## src/rtl/seg_display_pkg.sv

```systemverilog
// Shared segment encodings, digit-position types and the BCD-to-segment decoder
// for the vending machine display scanner.
package seg_display_pkg;

    localparam logic [6:0] SEG_0     = 7'b0111111;
    localparam logic [6:0] SEG_1     = 7'b0000110;
    localparam logic [6:0] SEG_2     = 7'b1011011;
    localparam logic [6:0] SEG_3     = 7'b1001111;
    localparam logic [6:0] SEG_4     = 7'b1100110;
    localparam logic [6:0] SEG_5     = 7'b1101101;
    localparam logic [6:0] SEG_6     = 7'b1111101;
    localparam logic [6:0] SEG_7     = 7'b0000111;
    localparam logic [6:0] SEG_8     = 7'b1111111;
    localparam logic [6:0] SEG_9     = 7'b1101111;
    localparam logic [6:0] SEG_BLANK = 7'b0000000;

    localparam logic [7:0] DIGIT_RESET = 8'b11111110;

    // Position of a digit within its 4-digit operand group.
    typedef enum logic [1:0] {
        POS_ONES     = 2'd0,
        POS_TENS     = 2'd1,
        POS_HUNDREDS = 2'd2,
        POS_UNUSED   = 2'd3
    } digit_pos_e;

    function automatic logic [6:0] bcd_to_seg(input logic [3:0] bcd);
        logic [6:0] seg;
        case (bcd)
            4'd0:    seg = SEG_0;
            4'd1:    seg = SEG_1;
            4'd2:    seg = SEG_2;
            4'd3:    seg = SEG_3;
            4'd4:    seg = SEG_4;
            4'd5:    seg = SEG_5;
            4'd6:    seg = SEG_6;
            4'd7:    seg = SEG_7;
            4'd8:    seg = SEG_8;
            4'd9:    seg = SEG_9;
            default: seg = SEG_BLANK;
        endcase
        return seg;
    endfunction

endpackage

```

## src/rtl/bin2bcd_seq.sv

```systemverilog
// Sequential shift-add-3 (double-dabble) binary to BCD converter, one input bit
// per clock; done pulses for one cycle once the last bit has been shifted in.
module bin2bcd_seq
    import seg_display_pkg::*;
#(
    parameter int DATA_W = 7
) (
    input  logic              clk,
    input  logic              rst,
    input  logic              start,
    input  logic [DATA_W-1:0] bin_in,
    output logic              busy,
    output logic              done,
    output logic [3:0]        hundreds,
    output logic [3:0]        tens,
    output logic [3:0]        ones
);

    localparam int CNT_W = $clog2(DATA_W + 1);
    localparam logic [CNT_W-1:0] LAST_SHIFT = CNT_W'(DATA_W - 1);

    logic [DATA_W-1:0] r_shift;
    logic [11:0]       r_bcd;
    logic [CNT_W-1:0]  r_cnt;
    logic              r_busy;
    logic              r_done;
    logic [11:0]       w_adj;

    function automatic logic [3:0] add3(input logic [3:0] nib);
        return (nib >= 4'd5) ? nib + 4'd3 : nib;
    endfunction

    always_comb begin
        w_adj = {add3(r_bcd[11:8]), add3(r_bcd[7:4]), add3(r_bcd[3:0])};
    end

    // A start always wins, so a start while busy restarts from the new operand.
    always_ff @(posedge clk) begin
        if (rst) begin
            r_busy  <= 1'b0;
            r_done  <= 1'b0;
            r_cnt   <= '0;
            r_shift <= '0;
            r_bcd   <= '0;
        end else begin
            r_done <= 1'b0;
            if (start) begin
                r_busy  <= 1'b1;
                r_cnt   <= '0;
                r_shift <= bin_in;
                r_bcd   <= '0;
            end else if (r_busy) begin
                r_shift <= r_shift << 1;
                r_bcd   <= (w_adj << 1) | 12'(r_shift[DATA_W-1]);
                r_cnt   <= r_cnt + 1'b1;
                if (r_cnt == LAST_SHIFT) begin
                    r_busy <= 1'b0;
                    r_done <= 1'b1;
                end
            end
        end
    end

    assign busy     = r_busy;
    assign done     = r_done;
    assign hundreds = r_bcd[11:8];
    assign tens     = r_bcd[7:4];
    assign ones     = r_bcd[3:0];

endmodule

```

## src/rtl/seg_display_scanner.sv

```systemverilog
// Eight-digit multiplexed 7-segment scanner: price on digits 0-3, credit on
// digits 4-7, both converted to BCD once per frame with leading-zero blanking.
module seg_display_scanner
    import seg_display_pkg::*;
#(
    parameter int CLK_DIV = 50000
) (
    input  logic       clk,
    input  logic       rst,
    input  logic [6:0] sum_in,
    input  logic [6:0] price_in,
    output logic [7:0] DIGIT,
    output logic [6:0] SEG
);

    localparam int DIV_W = $clog2(CLK_DIV);
    localparam logic [DIV_W-1:0] DIV_LAST = DIV_W'(CLK_DIV - 1);

    logic [DIV_W-1:0] r_div;
    logic [2:0]       r_idx;
    logic [7:0]       r_digit;
    logic [3:0]       r_pr_h, r_pr_t, r_pr_o;
    logic [3:0]       r_sm_h, r_sm_t, r_sm_o;

    logic             w_div_tc;
    logic             w_frame_start;
    logic             w_pr_busy, w_pr_done, w_sm_busy, w_sm_done;
    logic [3:0]       w_pr_h, w_pr_t, w_pr_o;
    logic [3:0]       w_sm_h, w_sm_t, w_sm_o;
    logic             w_load;
    digit_pos_e       w_pos;
    logic [3:0]       w_h, w_t, w_o;
    logic [6:0]       w_seg;

    assign w_div_tc      = (r_div == DIV_LAST);
    assign w_frame_start = w_div_tc && (r_idx == 3'd7);

    always_ff @(posedge clk) begin
        if (rst) begin
            r_div   <= '0;
            r_idx   <= 3'd0;
            r_digit <= DIGIT_RESET;
        end else if (w_div_tc) begin
            r_div   <= '0;
            r_idx   <= r_idx + 3'd1;
            r_digit <= ~(8'b1 << (r_idx + 3'd1));
        end else begin
            r_div   <= r_div + 1'b1;
        end
    end

    bin2bcd_seq #(.DATA_W(7)) u_price_conv (
        .clk      (clk),
        .rst      (rst),
        .start    (w_frame_start),
        .bin_in   (price_in),
        .busy     (w_pr_busy),
        .done     (w_pr_done),
        .hundreds (w_pr_h),
        .tens     (w_pr_t),
        .ones     (w_pr_o)
    );

    bin2bcd_seq #(.DATA_W(7)) u_sum_conv (
        .clk      (clk),
        .rst      (rst),
        .start    (w_frame_start),
        .bin_in   (sum_in),
        .busy     (w_sm_busy),
        .done     (w_sm_done),
        .hundreds (w_sm_h),
        .tens     (w_sm_t),
        .ones     (w_sm_o)
    );

    // Both operands update together; a result already superseded by a restart is dropped.
    assign w_load = w_pr_done && w_sm_done && !w_pr_busy && !w_sm_busy;

    always_ff @(posedge clk) begin
        if (rst) begin
            r_pr_h <= 4'd0;
            r_pr_t <= 4'd0;
            r_pr_o <= 4'd0;
            r_sm_h <= 4'd0;
            r_sm_t <= 4'd0;
            r_sm_o <= 4'd0;
        end else if (w_load) begin
            r_pr_h <= w_pr_h;
            r_pr_t <= w_pr_t;
            r_pr_o <= w_pr_o;
            r_sm_h <= w_sm_h;
            r_sm_t <= w_sm_t;
            r_sm_o <= w_sm_o;
        end
    end

    always_comb begin
        w_pos = digit_pos_e'(r_idx[1:0]);
        w_h   = r_idx[2] ? r_sm_h : r_pr_h;
        w_t   = r_idx[2] ? r_sm_t : r_pr_t;
        w_o   = r_idx[2] ? r_sm_o : r_pr_o;
        w_seg = SEG_BLANK;
        case (w_pos)
            POS_ONES:     w_seg = bcd_to_seg(w_o);
            POS_TENS:     w_seg = (w_t == 4'd0 && w_h == 4'd0) ? SEG_BLANK : bcd_to_seg(w_t);
            POS_HUNDREDS: w_seg = (w_h == 4'd0) ? SEG_BLANK : bcd_to_seg(w_h);
            default:      w_seg = SEG_BLANK;
        endcase
    end

    assign DIGIT = r_digit;
    assign SEG   = w_seg;

endmodule
```

## config.mk

```make
export PLATFORM = sky130hd
export DESIGN_NAME = seg_display_scanner
export DESIGN_NICKNAME = d
export VERILOG_FILES = /design/src/rtl/seg_display_pkg.sv /design/src/rtl/bin2bcd_seq.sv /design/src/rtl/seg_display_scanner.sv
export SDC_FILE = /design/constraint.sdc
export NUM_CORES = 1
export LEC_CHECK = 0
export ABC_AREA = 1
export CORE_ASPECT_RATIO = 2
export CORE_UTILIZATION = 60
export CTS_CLUSTER_SIZE = 14
export DETAILED_ROUTE_END_ITERATION = 12
export PLACE_DENSITY = 0.84
export SYNTH_ARGS = -nofsm -noshare
export SYNTH_HDL_FRONTEND = slang
export SYNTH_SLANG_ARGS = --single-unit
```

## constraint.sdc

```tcl
create_clock -name clk -period 2.5 [get_ports clk]
set_input_delay 0.5 -clock clk [delete_from_list [all_inputs] [get_ports clk]]
set_output_delay 0.5 -clock clk [all_outputs]
set_load 0.02 [all_outputs]
```

==> results.cfg, run 1 <==
[grt]
grt_use_total_pct = 27.6
grt_pass1_vias = 5135
antenna_found_initial = 0
grt_max_degree = 33
gr-total-overflow = 0
grt_pass1_wl_mm = 22.0

[clock_tree]
cts_htree_levels = 3
clock_latency_ns = 0.34
cts_buffer_depth = 2
cts_tree = done
cts.reportedPaths.clkPinSlew_ns = 0.07
ctsRootBufferMaster = clkbuf_16
numClockSinks = 99
numCtsBuffers = 9

[layout]
fin_nets = 907
final_util_pct = 74.9
area_growth_pct = 21.1
drive_above_1_share_pct = 17.2
fin_cells = 958
fillCellCount = 669
layout_common_cells = 158 x nand2_1, 104 x inv_1, 98 x dfxtp_1
mostFrequentLayoutCell = nand2_1
num_antenna_cells = 0

[detailed_routing]
routed_via_density = 5.57
drc = 0
routed_wl_mm = 13.6
drtIter0Drc = 311
drt_first_pass_iters = 5
avgRoutedWirePerCell_um = 14.2
antenna_left = 0
route.vias.total = 5339

[logic_synthesis]
synth_area_sq_um = 5570
syn_inst = 800
ys_seq_area_share_pct = 35.6
synth.top_cell.area_share_pct = 35.6
synth_area_leaders = dfxtp_1 36%, nand2_1 12%, ha_1 9.0%
yosysWarnings = 0
synth_top_area_cell = dfxtp_1
avgSynthCellArea_sq_um = 6.97
ys_ff_latch = 99
yosysUniqueCellTypes = 37
syn-num-nets = 856

[floorplanning]
core_sq_um = 9010
chipHeight_um = 138
top_level_ports = 31
placementRows = 49
die-area_sq_um = 9700
start_util_pct = 61.8
fp.dieW_um = 70.2

[pwr]
pwr-share-clk_pct = 48.3
p_sw_share_pct = 20.2
p_per_area_nw_per_um2 = 472
p_sw_w = 0.000645
peakVddDrop_uv = 532
p_leak_nw = 3.02
p_int_w = 0.00254
seq_power_share_pct = 49.6
combPwrFrac_pct = 2.1

[sta]
skew_ns = 0.00767
worst_slew_pin_slew_ns = 0.616
maxSlewHeadroom_pct = 58.8
fin_tns_setup_ns = -0.241
timing.fmax_mhz = 386
timing.final.ws_setup_ns = -0.0894
hold_ws_ns = 0.454
slew_viol_final = 0
fin_crit_ns = 2.59
fin_crit_sh_pct = 104
setup_violations = 7
rsz0062_at_grt = yes
hold_viol_final = 0

[setup_path]
cp-end-kind = output pin
cp_max_fo = 6
critPathKind = reg -> out
worst_ep_arrival_time_ns = 2.09
worstPathRequired_ns = 2.00
start_kind = register

[placement]
routabilityCongestion = 0.889
place_ws_ns = -0.288
dp_hpwl_mm = 9.30
placed_cells = 933
io_buffers = 30

[flow_run]
drv_cap = 0

[outcome]
status = finished, violations left
violations = negative setup slack

[hold_path]
hold_path.class = reg -> reg
==> metrics by stage <==
stage,power [W],area [sq um]
2_1_floorplan,0.00165,5570
4_1_cts,0.00319,6510
5_1_grt,0.00327,6750
3_5_place_dp,0.00169,6070
3_3_place_gp,0.00168,6070
6_report,0.00319,6750
==> state kept, by name (all words and copies together) (netlist names) <==
name and count:
r_div 16, u_price_conv.r_bcd 12, u_sum_conv.r_bcd 12, DIGIT 8, u_price_conv.r_shift 7, u_sum_conv.r_shift 7
r_pr_h 4, r_pr_o 4, r_pr_t 4, r_sm_h 4, r_sm_o 4, r_sm_t 4
r_idx 3, u_price_conv.r_cnt 3, u_sum_conv.r_cnt 3, u_price_conv.busy 1, u_price_conv.done 1, u_sum_conv.busy 1
u_sum_conv.done 1
==> worst max-delay path: stages, from the launching register on <==
cell and delay (ns):
dfxtp_4 0.39, buf_8 0.15, clkbuf_2 0.15, buf_4 0.16
o21ai_4 0.19, inv_1 0.11, o21ai_4 0.10, nand3_1 0.14
nand3_2 0.10, nand2_1 0.06, inv_1 0.09, buf_6 0.11
==> area by class of cell <==
| class | count | area, sq um | area share, % |
|---|---|---|---|
| Multi-Input combinational cell | 553 | 3250 | 48.1 |
| Inverter | 118 | 448 | 6.63 |
| Timing Repair Buffer | 70 | 608 | 9.00 |
| Sequential cell | 99 | 1990 | 29.4 |
| Clock inverter | 5 | 82.6 | 1.22 |
| Clock buffer | 11 | 253 | 3.74 |
| Tap cell | 102 | 128 | 1.89 |
==> per-layer routing <==
layer,wire length (um),GRT usage [%],vias to the layer above,share of wire [%]
met2,7390,51.2,112,54
met3,340,4.37,51,2.5
met5,0,0,-,0
li1,-,-,2696,-
met1,5270,28.4,2480,39
met4,634,15.5,0,4.7
==> worst paths after layout <==
path | slack (ns) | cells after the start | to | from
worst max-delay path | -0.09 | 11 | SEG[5] | r_idx[2]
worst min-delay path | 0.45 | 1 | r_div[0] | r_div[0]
worst max register to register | 0.50 | 8 | u_price_conv.r_shift[4] | r_idx[0]
worst min register to register | 0.45 | 1 | r_div[0] | r_div[0]
==> cell families after synthesis <==
kind of cell	after synthesis	share of synthesized area (%)
flops	99	35.6
compound gates	142	13.6
xor+xnor	11	1.73
simple gates	359	29.1
mux	1	0.180
fa+ha+maj	40	8.98
buf+inv	148	10.8
==> synth_stat cells <==
master	n
buf_1	1
or2_0	2
a22oi_1	7
nor2_4	4
nor4_1	1
nand2_2	6
o21ai_2	3
nand3_2	2
nor2_2	2
buf_2	9
clkinv_1	1
buf_6	4
nand3b_2	1
mux2i_1	1
nand3_1	90
o211ai_1	2
dfxtp_1	99
a211oi_1	3
nor2_1	49
a21oi_2	1
o21ai_0	50
or2_2	3
nand3_4	1
inv_1	110
nor3_4	1
ha_1	40
inv_2	7
a31oi_1	4
xor2_1	10
nor3_1	7
nand2_1	174
a21oi_1	69
clkbuf_1	14
xnor2_1	1
o21ai_1	3
nand4_1	16
buf_4	2
==> repair_timing <==
item,CTS,global route
setup endpoints to repair,7,7
pin swaps,10,15
cloned,0,0
hold buffers,0,0
resized for setup,57,54
buffers inserted,5,5
==> power groups by stage <==
stage	sequential [W]	clock [W]	combinational, W
floorplan	0.00162	0	0.0000349
global placement	0.00162	0	0.0000649
detailed placement	0.00162	0	0.0000666
CTS	0.00158	0.00154	0.0000671
global route	0.00158	0.00161	0.0000741
finish	0.00158	0.00154	0.0000670
Note: power is estimated with default switching activity, not from simulation.
==> inputs of run 2 (changes only) <==
Settings changed: CTS_CLUSTER_SIZE 14 to default.
==> results of run 2 <==
No change in the layout: final DEF, timing and power equal those of run 1.
==> inputs of run 3 (changes only) <==
Settings changed: ABC_AREA 1 to default, CORE_MARGIN from default to 8.
==> run 3 against run 2 <==
Compared with the run above: the flow still finishes with violations (negative setup slack); clock power is 3% lower; cell count fell by 17%; first-iteration DRC count is 22% lower; combinational power decreased by 8.1%; area after synthesis fell by 4.2%; non-clock buffer count rose by 5; core utilization barely moved; largest cell class unchanged; synthesized cell count is 20% lower; flip-flop and latch count did not move; register-to-register slack better by 0.10 ns; worst setup slack worse by 0.25 ns.
==> results.cfg, run 3 <==
[logic_synthesis]
synth_top_area_cell = dfxtp_1
yosysUniqueCellTypes = 45
yosys.area_share.adder_pct = 9.37
yosysWarnings = 0
synth_compound_area_share_pct = 15.3
ys_seq_area_share_pct = 37.1
synthSimpleGateAreaFrac_pct = 21.1
ys_ff_latch = 99
synthXorXnorAreaFrac_pct = 4.59
syn-num-nets = 697
muxShareOfSynthArea_pct = 7.61
synth_top_family_by_area = simple AND/OR/NAND/NOR gates
synth_area_leaders = dfxtp_1 37%, ha_1 9.4%, mux2i_1 6.6%
ys_top_cells_by_count = 99 x dfxtp_1, 87 x nand2_1, 67 x nor2_1
synth_most_common_cell = dfxtp_1
async_flop_share_pct = 0
avgSynthCellArea_sq_um = 8.33
synthFlopType = dfxtp_1
syn_inst = 641
synth.top_cell.area_share_pct = 37.1
synth_area_sq_um = 5340
synth-edff-count = 0

[clock_tree]
numClockSinks = 99
cts.reportedPaths.clkPinSlew_ns = 0.07
ctsRootBufferMaster = clkbuf_16
cts_tree = done
hold_buffers = 0
numCtsBuffers = 9
cts_buffer_depth = 2
clock_latency_ns = 0.34
cts_htree_levels = 3

[detailed_routing]
drc = 0
routed_via_density = 5.67
dr_wl_met2_mm = 6.63
avgRoutedWirePerCell_um = 14.7
antenna_left = 0
routed_wl_mm = 11.7
route.vias.total = 4518
drt_first_pass_iters = 4
drtIter0Drc = 244
met3WireLength_um = 268
wl_met1_mm = 4.46
top_layer = met4

[layout]
layout_common_cells = 98 x dfxtp_1, 84 x nand2_1, 67 x nor2_1
fillCellCount = 615
area_growth_pct = 21.3
drive_above_1_share_pct = 16.9
num_antenna_cells = 0
final_util_pct = 74.9
reg_top3 = r_div x16, u_price_conv.r_bcd x12, u_sum_conv.r_bcd x12
largest_reg_flops = 16
stdcell_area_sq_um = 6480
mostFrequentLayoutCell = dfxtp_1
fin_nets = 748
largest_register = r_div

[setup_path]
start_kind = register
cp-end-kind = output pin
cp_max_fo = 4
critPathBufInv = 3
worstPathRequired_ns = 2.00
ff2ff_setup_slack_ns = 0.60
critPathKind = reg -> out
worst_path_max_delay_cell = dfxtp_4
critical_path.max_stage_delay_ns = 0.37
path_cells = mux2_4 -> inv_4 -> ha_4 -> nor4bb_4 -> o221a_2 -> nor3_4 -> buf_6 -> o21ai_2 -> a31oi_2 -> buf_4
cp_top_family = compound AO/OA/AOI/OAI gates
worst_ep_arrival_time_ns = 2.34

[pwr]
pwr-share-clk_pct = 47.5
peakVddDrop_uv = 610
p_sw_w = 0.000640
p_sw_share_pct = 20.4
p_per_area_nw_per_um2 = 483
combPwrFrac_pct = 2.0
p_int_w = 0.00249
p_leak_nw = 2.41
seq_power_share_pct = 50.5

[grt]
gr-total-overflow = 0
antenna_found_initial = 0
grt_use_total_pct = 19.5
grt_pass1_vias = 4411
grt_max_degree = 36
grt_pass1_wl_mm = 19.3

[floorplanning]
chipHeight_um = 149
core_sq_um = 8650
start_util_pct = 61.7
die-area_sq_um = 12400
top_level_ports = 31
fp.dieW_um = 82.7
placementRows = 48

[sta]
hold_viol_final = 0
fin_crit_sh_pct = 113
setup_violations = 7
fin_tns_setup_ns = -2.13
timing.fmax_mhz = 353
slew_viol_final = 0
hold_ws_ns = 0.460
timing.final.ws_setup_ns = -0.335
skew_ns = 0.00859
worst_slew_pin_slew_ns = 0.867
rsz0062_at_grt = yes
fin_crit_ns = 2.84
maxSlewHeadroom_pct = 42.0

[outcome]
violations = negative setup slack
status = finished, violations left

[placement]
routabilityCongestion = 0.848
dp_hpwl_mm = 8.55
io_buffers = 30
placedInstanceArea_sq_um = 6030

[flow_run]
drv_cap = 0

[hold_path]
hold_path.class = reg -> reg
[run 3: area by class of cell]
cell class                 instances  area [sq um]  share of cell area, %
multi-input combinational        479          3300                   50.9
sequential                        99          1990                   30.7
timing repair buffer              75           634                   9.79
clock buffer                       9           225                   3.48
tap                              100           125                   1.93
inverter                          28           108                   1.66
clock inverter                     7           101                   1.56
[run 3: stage by stage]
| stage | cells | total power, W | setup slack (ns) |
|---|---|---|---|
| after floorplan | 641 | 0.00165 | -0.0804 |
| after global placement | 777 | 0.00168 | -0.339 |
| after detailed placement | 777 | 0.00168 | -0.408 |
| after CTS | 794 | 0.00316 | -0.325 |
| after global routing | 797 | 0.00321 | -0.421 |
| final | 797 | 0.00313 | -0.335 |
[run 3: final timing paths]
kind / startpoint / cells after the start / to
worst max-delay path: r_idx[2] / 10 / SEG[3]
worst min register to register: r_div[0] / 1 / r_div[0]
worst min-delay path: r_div[0] / 1 / r_div[0]
worst max register to register: r_div[0] / 7 / u_sum_conv.r_cnt[2]
[run 3: worst reg2reg max path, stage by stage (launching register included)]
cell      delay [ns]
dfxtp_1         0.36
ha_1            0.22
nand3_1         0.19
nor4_4          0.38
nand2_1         0.12
nand2b_1        0.08
buf_4           0.32
nor2_1          0.11
[run 3: timing repair]
action	CTS	global route
pin swaps	3	1
gates resized for setup	47	19
buffers inserted	1	3
setup endpoints to repair	7	7
[run 3: cell families (layout without fill, tap and decap cells)]
kind of cell	count (synthesis)	in the layout
compound gates	131	131
xor+xnor	28	28
fa+ha+maj	40	40
buf+inv	63	119
flops	99	99
mux	40	40
simple gates	240	240
[run 3: layer usage]
layer,up-vias,GRT usage [%]
li1,2283,-
met1,2145,19.6
met2,64,35.8
met3,26,3.13
met4,0,10.1
met5,-,0
[run 3: power by group through the flow]
stage	registers (W)	clock network (W)	logic [W]
finish	0.00158	0.00149	0.0000616
global route	0.00158	0.00157	0.0000670
CTS	0.00158	0.00151	0.0000618
detailed placement	0.00162	0	0.0000615
global placement	0.00162	0	0.0000592
floorplan	0.00162	0	0.0000325
